## config.mk

```make
export PLATFORM = sky130hd
export DESIGN_NAME = io_port_bank_flat
export DESIGN_NICKNAME = d
export VERILOG_FILES = /design/src/rtl/io_port_bank_pkg.sv /design/src/rtl/io_port_bank_if.sv /design/src/rtl/io_port_bank_out_fifo.sv /design/src/rtl/io_port_bank.sv /design/src/flat_wrapper.sv
export SDC_FILE = /design/constraint.sdc
export NUM_CORES = 1
export LEC_CHECK = 0
export BUFFER_PORTS_ARGS = -buffer_cell sky130_fd_sc_hd__buf_4
export CAP_MARGIN = 20
export CORE_ASPECT_RATIO = 0.7
export CORE_MARGIN = 2
export CORE_UTILIZATION = 37
export CTS_CLUSTER_DIAMETER = 120
export DETAILED_ROUTE_END_ITERATION = 6
export PLACE_DENSITY_LB_ADDON = 0.08
export SKIP_LAST_GASP = 1
export SLEW_MARGIN = 20
export SYNTH_ARGS = -nofsm -noshare
export SYNTH_HDL_FRONTEND = slang
export SYNTH_HIERARCHICAL = 1
export SYNTH_SLANG_ARGS = --single-unit
```

## constraint.sdc

```tcl
create_clock -name clk -period 6 [get_ports clk]
set_clock_uncertainty 0.15 [all_clocks]
set_input_delay 0.9 -clock clk [delete_from_list [all_inputs] [get_ports clk]]
set_output_delay 0.9 -clock clk [all_outputs]
set_load 0.005 [all_outputs]
```

## src/rtl/io_port_bank_pkg.sv

```systemverilog
// io_port_pkg: shared constants and helpers for the io_port_bank slice.
//   - clog2()           : ceiling log2 used to size FIFO pointers/counters
//   - PTR_W             : pointer width for the default FIFO depth
//   - st_*()            : bit offsets of the fields inside status_data
package io_port_pkg;

    localparam int DEF_FIFO_DEPTH = 32'sd4;

    // Ceiling log2; clog2(1) is 0.
    function automatic int clog2(input int value);
        int r;
        r = 32'sd0;
        while ((32'sd1 << r) < value) begin
            r = r + 32'sd1;
        end
        return r;
    endfunction

    localparam int PTR_W = clog2(DEF_FIFO_DEPTH);

    // Status word: in_full bits, then FIFO empty bits, then FIFO full bits,
    // with the sticky error flag in the MSB.
    function automatic int st_in_full_base();
        return 32'sd0;
    endfunction

    function automatic int st_empty_base(input int num_in);
        return num_in;
    endfunction

    function automatic int st_full_base(input int num_in, input int num_out);
        return num_in + num_out;
    endfunction

    function automatic int st_err_bit(input int data_w);
        return data_w - 32'sd1;
    endfunction

endpackage

```

## src/rtl/io_port_bank_if.sv

```systemverilog
// io_port_bank_if: CPU-side bus of the I/O port bank.
//   bus_data    : value pushed to the selected output port
//   port_sel    : port index from the instruction
//   inport_out  : pop the selected input port
//   outport_in  : push bus_data to the selected output port
//   in_data     : selected input holding register (to the bus mux)
//   status_data : status word (to the bus mux)
//   io_stall    : requested access cannot complete this cycle
// master = CPU / control unit side, slave = io_port_bank side.
interface io_port_bank_if #(
    parameter int DATA_W = 32,
    parameter int SEL_W  = 3
) ();
    logic [DATA_W-1:0] bus_data;
    logic [SEL_W-1:0]  port_sel;
    logic              inport_out;
    logic              outport_in;
    logic [DATA_W-1:0] in_data;
    logic [DATA_W-1:0] status_data;
    logic              io_stall;

    modport master (
        output bus_data, port_sel, inport_out, outport_in,
        input  in_data, status_data, io_stall
    );

    modport slave (
        input  bus_data, port_sel, inport_out, outport_in,
        output in_data, status_data, io_stall
    );
endinterface

```

## src/rtl/io_port_bank_out_fifo.sv

```systemverilog
// io_out_fifo: single-clock FIFO backing one output port.
//   clk, reset_n : clock, synchronous active-low reset
//   push, din    : write din when not full
//   pop, dout    : advance past head when not empty; dout is the head
//   empty, full  : derived from the occupancy count
//   count        : occupancy, 0..DEPTH
// DEPTH must be a power of two so the pointers wrap naturally.
module io_out_fifo
    import io_port_pkg::*;
#(
    parameter int DATA_W = 32,
    parameter int DEPTH  = 4
) (
    input  logic                     clk,
    input  logic                     reset_n,
    input  logic                     push,
    input  logic                     pop,
    input  logic [DATA_W-1:0]        din,
    output logic [DATA_W-1:0]        dout,
    output logic                     empty,
    output logic                     full,
    output logic [clog2(DEPTH):0]    count
);
    localparam int AW = clog2(DEPTH);

    logic [DATA_W-1:0] mem_r [DEPTH];
    logic [AW-1:0]     wr_ptr_r;
    logic [AW-1:0]     rd_ptr_r;
    logic [AW:0]       count_r;
    logic              wr_en_s;
    logic              rd_en_s;

    assign wr_en_s = push & ~full;
    assign rd_en_s = pop & ~empty;
    assign empty   = (count_r == {(AW+1){1'b0}});
    assign full    = (count_r == (AW+1)'(DEPTH));
    assign dout    = mem_r[rd_ptr_r];
    assign count   = count_r;

    // Storage, pointers and occupancy count.
    always_ff @(posedge clk) begin
        if (!reset_n) begin
            wr_ptr_r <= {AW{1'b0}};
            rd_ptr_r <= {AW{1'b0}};
            count_r  <= {(AW+1){1'b0}};
            for (int k = 0; k < DEPTH; k++) begin
                mem_r[k] <= {DATA_W{1'b0}};
            end
        end else begin
            if (wr_en_s) begin
                mem_r[wr_ptr_r] <= din;
                wr_ptr_r        <= wr_ptr_r + 1'b1;
            end
            if (rd_en_s) begin
                rd_ptr_r <= rd_ptr_r + 1'b1;
            end
            case ({wr_en_s, rd_en_s})
                2'b10:   count_r <= count_r + 1'b1;
                2'b01:   count_r <= count_r - 1'b1;
                default: count_r <= count_r;
            endcase
        end
    end
endmodule

```

## src/rtl/io_port_bank.sv

```systemverilog
// io_port_bank: NUM_IN single-entry input ports and NUM_OUT FIFO-buffered
// output ports on the CPU bus, selected by port_sel.
//   clk, reset_n   : clock, synchronous active-low reset
//   cpu            : CPU bus (io_port_bank_if.slave)
//   ext_in_*       : per-channel input valid/ready handshake + data
//   ext_out_*      : per-channel output FIFO head valid/ready + data
//   ext_out_hold   : last value accepted by each output port (display drive)
// Optional build macro IO_PORT_BANK_IRQ_EN adds irq_mask input and a
// registered irq output raised while any unmasked input port is full.
module io_port_bank
    import io_port_pkg::*;
#(
    parameter int DATA_W     = 32,
    parameter int NUM_IN     = 2,
    parameter int NUM_OUT    = 2,
    parameter int FIFO_DEPTH = 4,
    parameter int SEL_W      = 3
) (
    input  logic                      clk,
    input  logic                      reset_n,
    io_port_bank_if.slave             cpu,
    input  logic [NUM_IN*DATA_W-1:0]  ext_in_data,
    input  logic [NUM_IN-1:0]         ext_in_valid,
    output logic [NUM_IN-1:0]         ext_in_ready,
    output logic [NUM_OUT*DATA_W-1:0] ext_out_data,
    output logic [NUM_OUT-1:0]        ext_out_valid,
    input  logic [NUM_OUT-1:0]        ext_out_ready,
    output logic [NUM_OUT*DATA_W-1:0] ext_out_hold
`ifdef IO_PORT_BANK_IRQ_EN
    ,
    input  logic [NUM_IN-1:0]         irq_mask,
    output logic                      irq
`endif
);
    localparam int CNT_W = clog2(FIFO_DEPTH) + 1;

    if (NUM_IN + 2 * NUM_OUT > DATA_W - 1) begin : g_status_check
        $error("io_port_bank: status word too narrow for NUM_IN/NUM_OUT");
    end

    // Input side
    logic [DATA_W-1:0] hold_in_r [NUM_IN];
    logic [NUM_IN-1:0] in_full_r;
    logic [NUM_IN-1:0] in_cap_s;
    logic [NUM_IN-1:0] in_pop_s;
    logic [NUM_IN-1:0] in_full_nxt_s;
    // Output side
    logic [NUM_OUT-1:0] push_s;
    logic [NUM_OUT-1:0] pop_s;
    logic [NUM_OUT-1:0] fifo_empty_s;
    logic [NUM_OUT-1:0] fifo_full_s;
    logic [DATA_W-1:0]  fifo_dout_s  [NUM_OUT];
    logic [CNT_W-1:0]   fifo_count_s [NUM_OUT];
    logic [CNT_W-1:0]   cnt_nxt_s    [NUM_OUT];
    logic [DATA_W-1:0]  hold_out_r   [NUM_OUT];
    // Selection / status
    logic              sel_in_ok_s;
    logic              sel_out_ok_s;
    logic              sel_in_full_s;
    logic              sel_out_full_s;
    logic [DATA_W-1:0] in_data_s;
    logic              err_r;
    logic              err_nxt_s;
    logic [DATA_W-1:0] status_nxt_s;
    logic [DATA_W-1:0] status_r;

    assign sel_in_ok_s  = ({1'b0, cpu.port_sel} < (SEL_W+1)'(NUM_IN));
    assign sel_out_ok_s = ({1'b0, cpu.port_sel} < (SEL_W+1)'(NUM_OUT));

    // Port-select muxes; an out-of-range index matches nothing and reads 0.
    always_comb begin
        sel_in_full_s  = 1'b0;
        sel_out_full_s = 1'b0;
        in_data_s      = {DATA_W{1'b0}};
        for (int i = 0; i < NUM_IN; i++) begin
            sel_in_full_s = (cpu.port_sel == SEL_W'(i)) ? in_full_r[i] : sel_in_full_s;
            in_data_s     = (cpu.port_sel == SEL_W'(i)) ? hold_in_r[i] : in_data_s;
        end
        for (int j = 0; j < NUM_OUT; j++) begin
            sel_out_full_s = (cpu.port_sel == SEL_W'(j)) ? fifo_full_s[j] : sel_out_full_s;
        end
    end

    assign cpu.in_data  = in_data_s;
    assign cpu.io_stall = (cpu.inport_out & sel_in_ok_s & ~sel_in_full_s)
                        | (cpu.outport_in & sel_out_ok_s & sel_out_full_s);

    for (genvar gi = 0; gi < NUM_IN; gi++) begin : g_in
        // Capture needs ~full and pop needs full, so they never coincide.
        assign in_cap_s[gi]      = ext_in_valid[gi] & ~in_full_r[gi];
        assign in_pop_s[gi]      = cpu.inport_out & (cpu.port_sel == SEL_W'(gi)) & in_full_r[gi];
        assign in_full_nxt_s[gi] = in_cap_s[gi] | (in_full_r[gi] & ~in_pop_s[gi]);
        assign ext_in_ready[gi]  = ~in_full_r[gi];
    end

    // Input holding registers; a pop only clears the full flag.
    always_ff @(posedge clk) begin
        if (!reset_n) begin
            in_full_r <= {NUM_IN{1'b0}};
            for (int i = 0; i < NUM_IN; i++) begin
                hold_in_r[i] <= {DATA_W{1'b0}};
            end
        end else begin
            in_full_r <= in_full_nxt_s;
            for (int i = 0; i < NUM_IN; i++) begin
                if (in_cap_s[i]) begin
                    hold_in_r[i] <= ext_in_data[i*DATA_W +: DATA_W];
                end
            end
        end
    end

    for (genvar gj = 0; gj < NUM_OUT; gj++) begin : g_out
        // Fullness is judged on current state: a same-cycle pop does not
        // make room for a push.
        assign push_s[gj] = cpu.outport_in & (cpu.port_sel == SEL_W'(gj)) & ~fifo_full_s[gj];
        assign pop_s[gj]  = ext_out_ready[gj] & ~fifo_empty_s[gj];

        io_out_fifo #(
            .DATA_W (DATA_W),
            .DEPTH  (FIFO_DEPTH)
        ) u_fifo (
            .clk     (clk),
            .reset_n (reset_n),
            .push    (push_s[gj]),
            .pop     (pop_s[gj]),
            .din     (cpu.bus_data),
            .dout    (fifo_dout_s[gj]),
            .empty   (fifo_empty_s[gj]),
            .full    (fifo_full_s[gj]),
            .count   (fifo_count_s[gj])
        );

        assign ext_out_data[gj*DATA_W +: DATA_W] = fifo_dout_s[gj];
        assign ext_out_hold[gj*DATA_W +: DATA_W] = hold_out_r[gj];
        assign ext_out_valid[gj]                 = ~fifo_empty_s[gj];
    end

    // Shadow of the last accepted push per output port.
    always_ff @(posedge clk) begin
        if (!reset_n) begin
            for (int j = 0; j < NUM_OUT; j++) begin
                hold_out_r[j] <= {DATA_W{1'b0}};
            end
        end else begin
            for (int j = 0; j < NUM_OUT; j++) begin
                if (push_s[j]) begin
                    hold_out_r[j] <= cpu.bus_data;
                end
            end
        end
    end

    // Post-edge FIFO occupancy, used to build the registered status word.
    always_comb begin
        for (int j = 0; j < NUM_OUT; j++) begin
            cnt_nxt_s[j] = fifo_count_s[j];
            case ({push_s[j], pop_s[j]})
                2'b10:   cnt_nxt_s[j] = fifo_count_s[j] + 1'b1;
                2'b01:   cnt_nxt_s[j] = fifo_count_s[j] - 1'b1;
                default: cnt_nxt_s[j] = fifo_count_s[j];
            endcase
        end
    end

    assign err_nxt_s = err_r
                     | (cpu.inport_out & ~sel_in_ok_s)
                     | (cpu.outport_in & ~sel_out_ok_s);

    // Status word assembled from next-state values so the registered copy
    // tracks the state with no extra lag, yet reads 0 while reset is held.
    always_comb begin
        status_nxt_s = {DATA_W{1'b0}};
        for (int i = 0; i < NUM_IN; i++) begin
            status_nxt_s[st_in_full_base() + i] = in_full_nxt_s[i];
        end
        for (int j = 0; j < NUM_OUT; j++) begin
            status_nxt_s[st_empty_base(NUM_IN) + j]         = (cnt_nxt_s[j] == {CNT_W{1'b0}});
            status_nxt_s[st_full_base(NUM_IN, NUM_OUT) + j] = (cnt_nxt_s[j] == CNT_W'(FIFO_DEPTH));
        end
        status_nxt_s[st_err_bit(DATA_W)] = err_nxt_s;
    end

    // Sticky error flag and status register.
    always_ff @(posedge clk) begin
        if (!reset_n) begin
            err_r    <= 1'b0;
            status_r <= {DATA_W{1'b0}};
        end else begin
            err_r    <= err_nxt_s;
            status_r <= status_nxt_s;
        end
    end

    assign cpu.status_data = status_r;

`ifdef IO_PORT_BANK_IRQ_EN
    logic irq_r;

    // Interrupt follows the masked in_full flags one cycle later.
    always_ff @(posedge clk) begin
        if (!reset_n) begin
            irq_r <= 1'b0;
        end else begin
            irq_r <= |(in_full_r & irq_mask);
        end
    end

    assign irq = irq_r;
`endif

endmodule
```

## src/flat_wrapper.sv

```systemverilog
// flat-port wrapper written by rule: the top's interface ports become plain ports
module io_port_bank_flat import io_port_pkg::*;
#(
    parameter int DATA_W     = 32,
    parameter int NUM_IN     = 2,
    parameter int NUM_OUT    = 2,
    parameter int FIFO_DEPTH = 4,
    parameter int SEL_W      = 3
)
  (clk, reset_n, ext_in_data, ext_in_valid, ext_in_ready, ext_out_data, ext_out_valid, ext_out_ready, ext_out_hold, cpu_bus_data, cpu_port_sel, cpu_inport_out, cpu_outport_in, cpu_in_data, cpu_status_data, cpu_io_stall);
  io_port_bank_if #(.DATA_W(DATA_W), .SEL_W(SEL_W)) cpu_i ();
  input  logic clk;
  input  logic reset_n;
  input  logic [NUM_IN*DATA_W-1:0] ext_in_data;
  input  logic [NUM_IN-1:0] ext_in_valid;
  output logic [NUM_IN-1:0] ext_in_ready;
  output logic [NUM_OUT*DATA_W-1:0] ext_out_data;
  output logic [NUM_OUT-1:0] ext_out_valid;
  input  logic [NUM_OUT-1:0] ext_out_ready;
  output logic [NUM_OUT*DATA_W-1:0] ext_out_hold;
  input wire logic [$bits(cpu_i.bus_data)-1:0] cpu_bus_data;
  input wire logic [$bits(cpu_i.port_sel)-1:0] cpu_port_sel;
  input wire logic [$bits(cpu_i.inport_out)-1:0] cpu_inport_out;
  input wire logic [$bits(cpu_i.outport_in)-1:0] cpu_outport_in;
  output wire logic [$bits(cpu_i.in_data)-1:0] cpu_in_data;
  output wire logic [$bits(cpu_i.status_data)-1:0] cpu_status_data;
  output wire logic [$bits(cpu_i.io_stall)-1:0] cpu_io_stall;
  assign cpu_i.bus_data = cpu_bus_data;
  assign cpu_i.port_sel = cpu_port_sel;
  assign cpu_i.inport_out = cpu_inport_out;
  assign cpu_i.outport_in = cpu_outport_in;
  assign cpu_in_data = cpu_i.in_data;
  assign cpu_status_data = cpu_i.status_data;
  assign cpu_io_stall = cpu_i.io_stall;
  io_port_bank #(.DATA_W(DATA_W), .NUM_IN(NUM_IN), .NUM_OUT(NUM_OUT), .FIFO_DEPTH(FIFO_DEPTH), .SEL_W(SEL_W)) u_core (.clk(clk), .reset_n(reset_n), .cpu(cpu_i), .ext_in_data(ext_in_data), .ext_in_valid(ext_in_valid), .ext_in_ready(ext_in_ready), .ext_out_data(ext_out_data), .ext_out_valid(ext_out_valid), .ext_out_ready(ext_out_ready), .ext_out_hold(ext_out_hold));
endmodule
```

### Word level (Yosys, flattened, before mapping)

Memories as Yosys holds them, arrays and structs flattened. A register that Yosys moved wholly into a read port is not among the register bits.
Cells that the tools add are included.
Widths: inputs -> output; s select.

| storage, ports and cells | value |
|---|---|
| flip-flop bits (word level) | 49 |
| RAM bits | 384 |
| bits of input ports | 107 |
| output and inout port bits | 197 |
| memories | 4 |

| operators by class | value |
|---|---|
| add/sub/neg operators | 8 |
| magnitude comparators | 1 |
| equality and inequality tests | 13 |
| multiplexer cells | 43 |
| bitwise gates (word level) | 43 |
| reductions and logical operators | 9 |

Memory list:

| name | words | bits a word | read ports | clocked after Yosys merged registers in | wr ports | line | text |
|---|---|---|---|---|---|---|---|
| u_core.g_out[0].u_fifo.mem_r | 4 | 32 | 1 | 1 | 4 | io_port_bank_out_fifo.sv:26 | `logic [DATA_W-1:0] mem_r [DEPTH];` |
| u_core.g_out[1].u_fifo.mem_r | 4 | 32 | 1 | 1 | 4 | io_port_bank_out_fifo.sv:26 |  |
| u_core.hold_in_r | 2 | 32 | 2 | 0 | 2 | io_port_bank.sv:42 | `logic [DATA_W-1:0] hold_in_r [NUM_IN];` |
| u_core.hold_out_r | 2 | 32 | 2 | 0 | 2 | io_port_bank.sv:55 | `logic [DATA_W-1:0] hold_out_r [NUM_OUT];` |

Operator list:

| kind | number |
|---|---|
| $mux 32 | 8 |
| $reduce_or 32->1 | 2 |
| $mux 1 | 25 |
| $and 1x1->1 | 24 |
| $pmux 3 s2 | 4 |
| $logic_not 3->1 | 5 |
| $eq 3x3->1 const B | 4 |
| $mux 2 | 6 |
| $not 1->1 | 10 |
| $or 1x1->1 | 9 |
| $add 2x1->2 const B | 4 |
| $eq 2x1->1 const B | 4 |
| $eq 2x2->1 const B | 4 |
| $add 3x1->3 const B | 2 |
| $sub 3x1->3 const B | 2 |
| $reduce_bool 2->1 | 2 |
| $eq 3x1->1 const B | 1 |
| $lt 3x2->1 const B | 1 |

### Longest topological paths before layout

| logic depth | value |
|---|---|
| depth after elaboration | 9 |
| gate-level depth with buffers | 11 |
| depth with buffers taken out | 11 |

### Cells and area by module

The synthesis kept the hierarchy.

By module, submodules not included:

| module | instances | cells an instance | area each (µm²) | seq. area each (µm²) |
|---|---|---|---|---|
| io_out_fifo | 2 | 361 | 6,033.3 | 4,023.9 |
| io_port_bank | 1 | 363 | 5,571.6 | 3,983.8 |

### Worst setup path before layout

OpenSTA, ideal clock, no wires.

| path | value |
|---|---|
| kind | input to register |
| from | input port cpu_port_sel[1] |
| to | memory u_core.g_out[1].u_fifo.mem_r[2][0] (enable) |
| arrival | 3,994 ps |
| required time | 5,384 ps |
| setup slack | 1,390 ps |
| cell stages on the path | 6 |
| buffers on the path | 1 |
| cells stage by stage | nor3b_4 buf_6 nand3b_4 inv_1 nand2_1 o21ai_0 |

RTL lines:

| element | line | text |
|---|---|---|
| from (decl) | flat_wrapper.sv:22 | `input wire logic [$bits(cpu_i.port_sel)-1:0] cpu_port_sel;` |
| to (decl) | io_port_bank_out_fifo.sv:26 |  |

==> summary by stage <==
Layout
Once layout is complete, the cells apart from fillers number 2,019. The area occupied by multi-input gates is 0.00510 sq mm. The filler cells instantiated in the layout total 4,193. The count of nets after finishing is 1,488. In the layout the commonest cells are sky130_fd_sc_hd__edfxtp_1, sky130_fd_sc_hd__and2_1, sky130_fd_sc_hd__buf_4.

Across the whole layout, storage elements account for 0.0120 sq mm. The fraction of final layout cells sized beyond drive strength 1 is 32.2%. The post-synthesis to final-layout area growth is 22.1%. The most frequent standard cell in the layout excluding fill and tap cells is sky130_fd_sc_hd__edfxtp_1.

Power and ir drop
Power spread over the standard cell area amounts to 285 mW/mm^2. The share of total power in the clock network is 39.9%. The highest ir drop seen on vdd is 0.000135 V.

In this run, flip-flops and latches consume 53.7% of the power. The share of power burned in combinational logic is 6.4%. For this design the total switching power over the nets is 1.34 mW. The static power due to leakage is 8.33 nW. The internal portion of the total power is 4.80 mW. Of the total power, the share spent switching nets is 21.8%.

Synthesis
The synthesized netlist occupies a cell area of 0.0176 sq mm. The number of different library cells used by synthesis comes to 49. The leading register cell type out of synthesis is sky130_fd_sc_hd__edfxtp_1. After synthesis, the cell types taking the most area are sky130_fd_sc_hd__edfxtp_1, sky130_fd_sc_hd__and2_1, sky130_fd_sc_hd__mux4_2, sky130_fd_sc_hd__dfxtp_1, sky130_fd_sc_hd__a22o_1. The number of synthesized flops with an enable pin is 384. After synthesis, the largest area contributor takes up 65.4% of total cell area. For this run, the register share of the synthesized area comes to 68.2%.

The proportion of register bits with asynchronous set or reset after synthesis is 0%. After technology mapping, the gate count stands at 1,085. Averaged over all synthesized cells, the footprint is 16.3 sq um. The number of synthesis warnings is 6. The leading area contributor after synthesis is sky130_fd_sc_hd__edfxtp_1. After synthesis the netlist holds a flip-flop and latch count of 409.

Floorplanning
The width of the die is 265 microns. The die is 187 microns tall. Once the floorplan was initialized, standard cells occupied 37.7% of the core. The die covers 0.0495 sq mm. The boundary pin count is 304. The floorplan core area is 0.0467 sq mm. The row count is 66.

Clock tree
The CTS tree is done. The quantity of gates resized following cts is 0. Post-CTS timing repair inserted 0 buffers for setup.

In this run the deepest clock path goes through 3 buffers. The total clock sinks is 409. The total clock buffers created by CTS is 42. The clock tree root driver cell is sky130_fd_sc_hd__clkbuf_16.

The clock reaches the later pin of the worst-skew pair after 0.54 ns. After clock tree synthesis, the flow added hold-fix buffers numbering 0. CTS built an H-tree with a depth of 2. The clock slew at the register clock pins of the worst setup and hold paths is 0.06 ns.

Global routing
The remaining global-route overflow is 0. Global routing used 17.9% of the available tracks. Entering global routing, the biggest net connects 65 pins.

The number of antenna violations at the first check in global routing is 0. The via count of the first global-routing pass was 9,958. The first global-routing pass estimated 66,200 microns of wire.

Route
The per-cell routed wire length is 22.1 microns. The final wirelength is 44,600 microns. The detailed router's first-iteration violation count is 749. Dividing the detail-routed via count by the number of cells gives 4.85. In the routed design, unresolved DRC markers number 0.

The number of detailed-routing iterations run before antenna repair is 5. Summing over every cut layer, the via total after detailed routing is 9,799. The number of nets still failing antenna checks after routing is 0.

STA
Setup repair after global routing left no endpoint under its margin. The hold violation total from the final report is 0. The post-route setup TNS is 0 ns.

Timing would allow up to 0.274 GHz. The share of the clock period used by the worst path is 60.9%. The final period demand of the worst path is 3.65 ns. At the pin with the least slew margin, the transition time is 1.14 ns. The setup violation total in the final timing report is 0. The worst hold slack is 0.313 ns. The max-slew violation total from the final report is 0. The tightest slew margin relative to the limit is 24.2%.

In the post-route analysis, the smallest setup slack over all paths is 2.35 ns.

Setup path
The largest fanout of any net on the critical path is 18. The data required time of the critical path is 4.95 ns. The startpoint type of the worst setup path is a flip-flop.

The classification of the worst setup path is reg -> out. STA classifies the critical path endpoint as an output pin. The arrival time at the worst endpoint is 2.60 ns.

Run
Max-cap violations in this run came to 0.

Placement
The total of buffers placed on input and output ports is 278. The pre-CTS setup slack is 2.10 ns. At the end of routability-driven placement, the weighted congestion stood at 0.720. Counting tap cells, the placed design contains a total of 1,941 instances. The HPWL after detailed placement is 27,900 microns.

Hold path
The type of the worst min-delay path is reg -> reg.

Status
The flow ran to the end, and the final reports show no timing, DRC or antenna violations.
[cell usage after synthesis (all sizes together), types with 3 or more instances]
cell type  instances
a21boi             5
a22o              32
and2             359
buf               74
clkbuf             8
dfxtp             25
edfxtp           384
fa                 4
ha                 4
inv               23
mux2i              4
mux4              64
nand2             16
nand2b             8
nor2               3
nor2b              4
nor3               5
nor4b              4
o21ai             19
or3                5
xor2               4
[metal layers]
metal | vias up | wire length (microns) | global-route usage (%)
met5 | - | 0 | 0
li1 | 4511 | - | -
met1 | 5022 | 21800 | 27.3
met4 | 0 | 633 | 3.56
met3 | 54 | 1880 | 2.85
met2 | 212 | 20300 | 27.2
[power groups by stage]
stage               clock (mW)  sequential (mW)  combinational [mW]
floorplan                    0             3.35               0.162
global placement             0             3.35               0.396
detailed placement           0             3.35               0.402
CTS                       2.53             3.29               0.403
global route              2.63             3.30               0.428
finish                    2.45             3.29               0.393
[layout make-up]
type	instances	share of cell area [%]
sequential	409	55.9
multi-input combinational	595	23.7
timing repair buffer	302	10.6
clock buffer	62	5.47
tap	612	3.55
inverter	23	0.424
clock inverter	15	0.360
antenna	1	0.0116
[flip-flops by register name, summed over array words and instances, names as in the netlist, named ones only]
name,cells
u_core/g_out.u_fifo/count,6
u_core/g_out.u_fifo/mem_r,256
u_core/hold_out_r,64
u_core/err_r,1
u_core/cpu.status_data,5
u_core/in_full_r,1
u_core/hold_in_r,64
u_core/g_out.u_fifo/wr_ptr_r,4
u_core/g_out.u_fifo/rd_ptr_r,4
[through the flow]
stage	utilization (%)	total power, mW	area [sq um]
finish	46.1	6.13	21500
global route	46.1	6.36	21500
CTS	46.1	6.22	21500
detailed placement	43.4	3.76	20300
global placement	43.3	3.75	20200
floorplan	-	3.51	17700
[path summary, 6_finish.rpt]
path	from	end	slack, ns	cells after the start
max reg2reg	u_core/g_out[1].u_fifo/count[0]	u_core/g_out[1].u_fifo/mem_r[0][16]	3.01	7
max	flip-flop	ext_out_data[15]	2.35	3
min reg2reg	u_core/err_r	u_core/err_r	0.31	1
min	u_core/err_r	u_core/err_r	0.31	1
[kinds of logic after synthesis]
logic type	Yosys count	synth area share, %
adder cells (fa/ha/maj)	8	0.738
XOR/XNOR	6	0.298
multiplexers	68	8.40
other	1	0.0213
AO/OA/AOI/OAI	67	2.84
AND/OR/NAND/NOR	421	15.6
flip-flops	409	68.2
buffers and inverters	105	3.86
[critical path, cell delays in order, from the launching register on]
cell                      delay (ns)
sky130_fd_sc_hd__dfxtp_2        0.74
sky130_fd_sc_hd__buf_4          0.52
sky130_fd_sc_hd__mux4_2         0.62
sky130_fd_sc_hd__buf_4          0.16
Note: power is estimated with default switching activity, not from simulation.
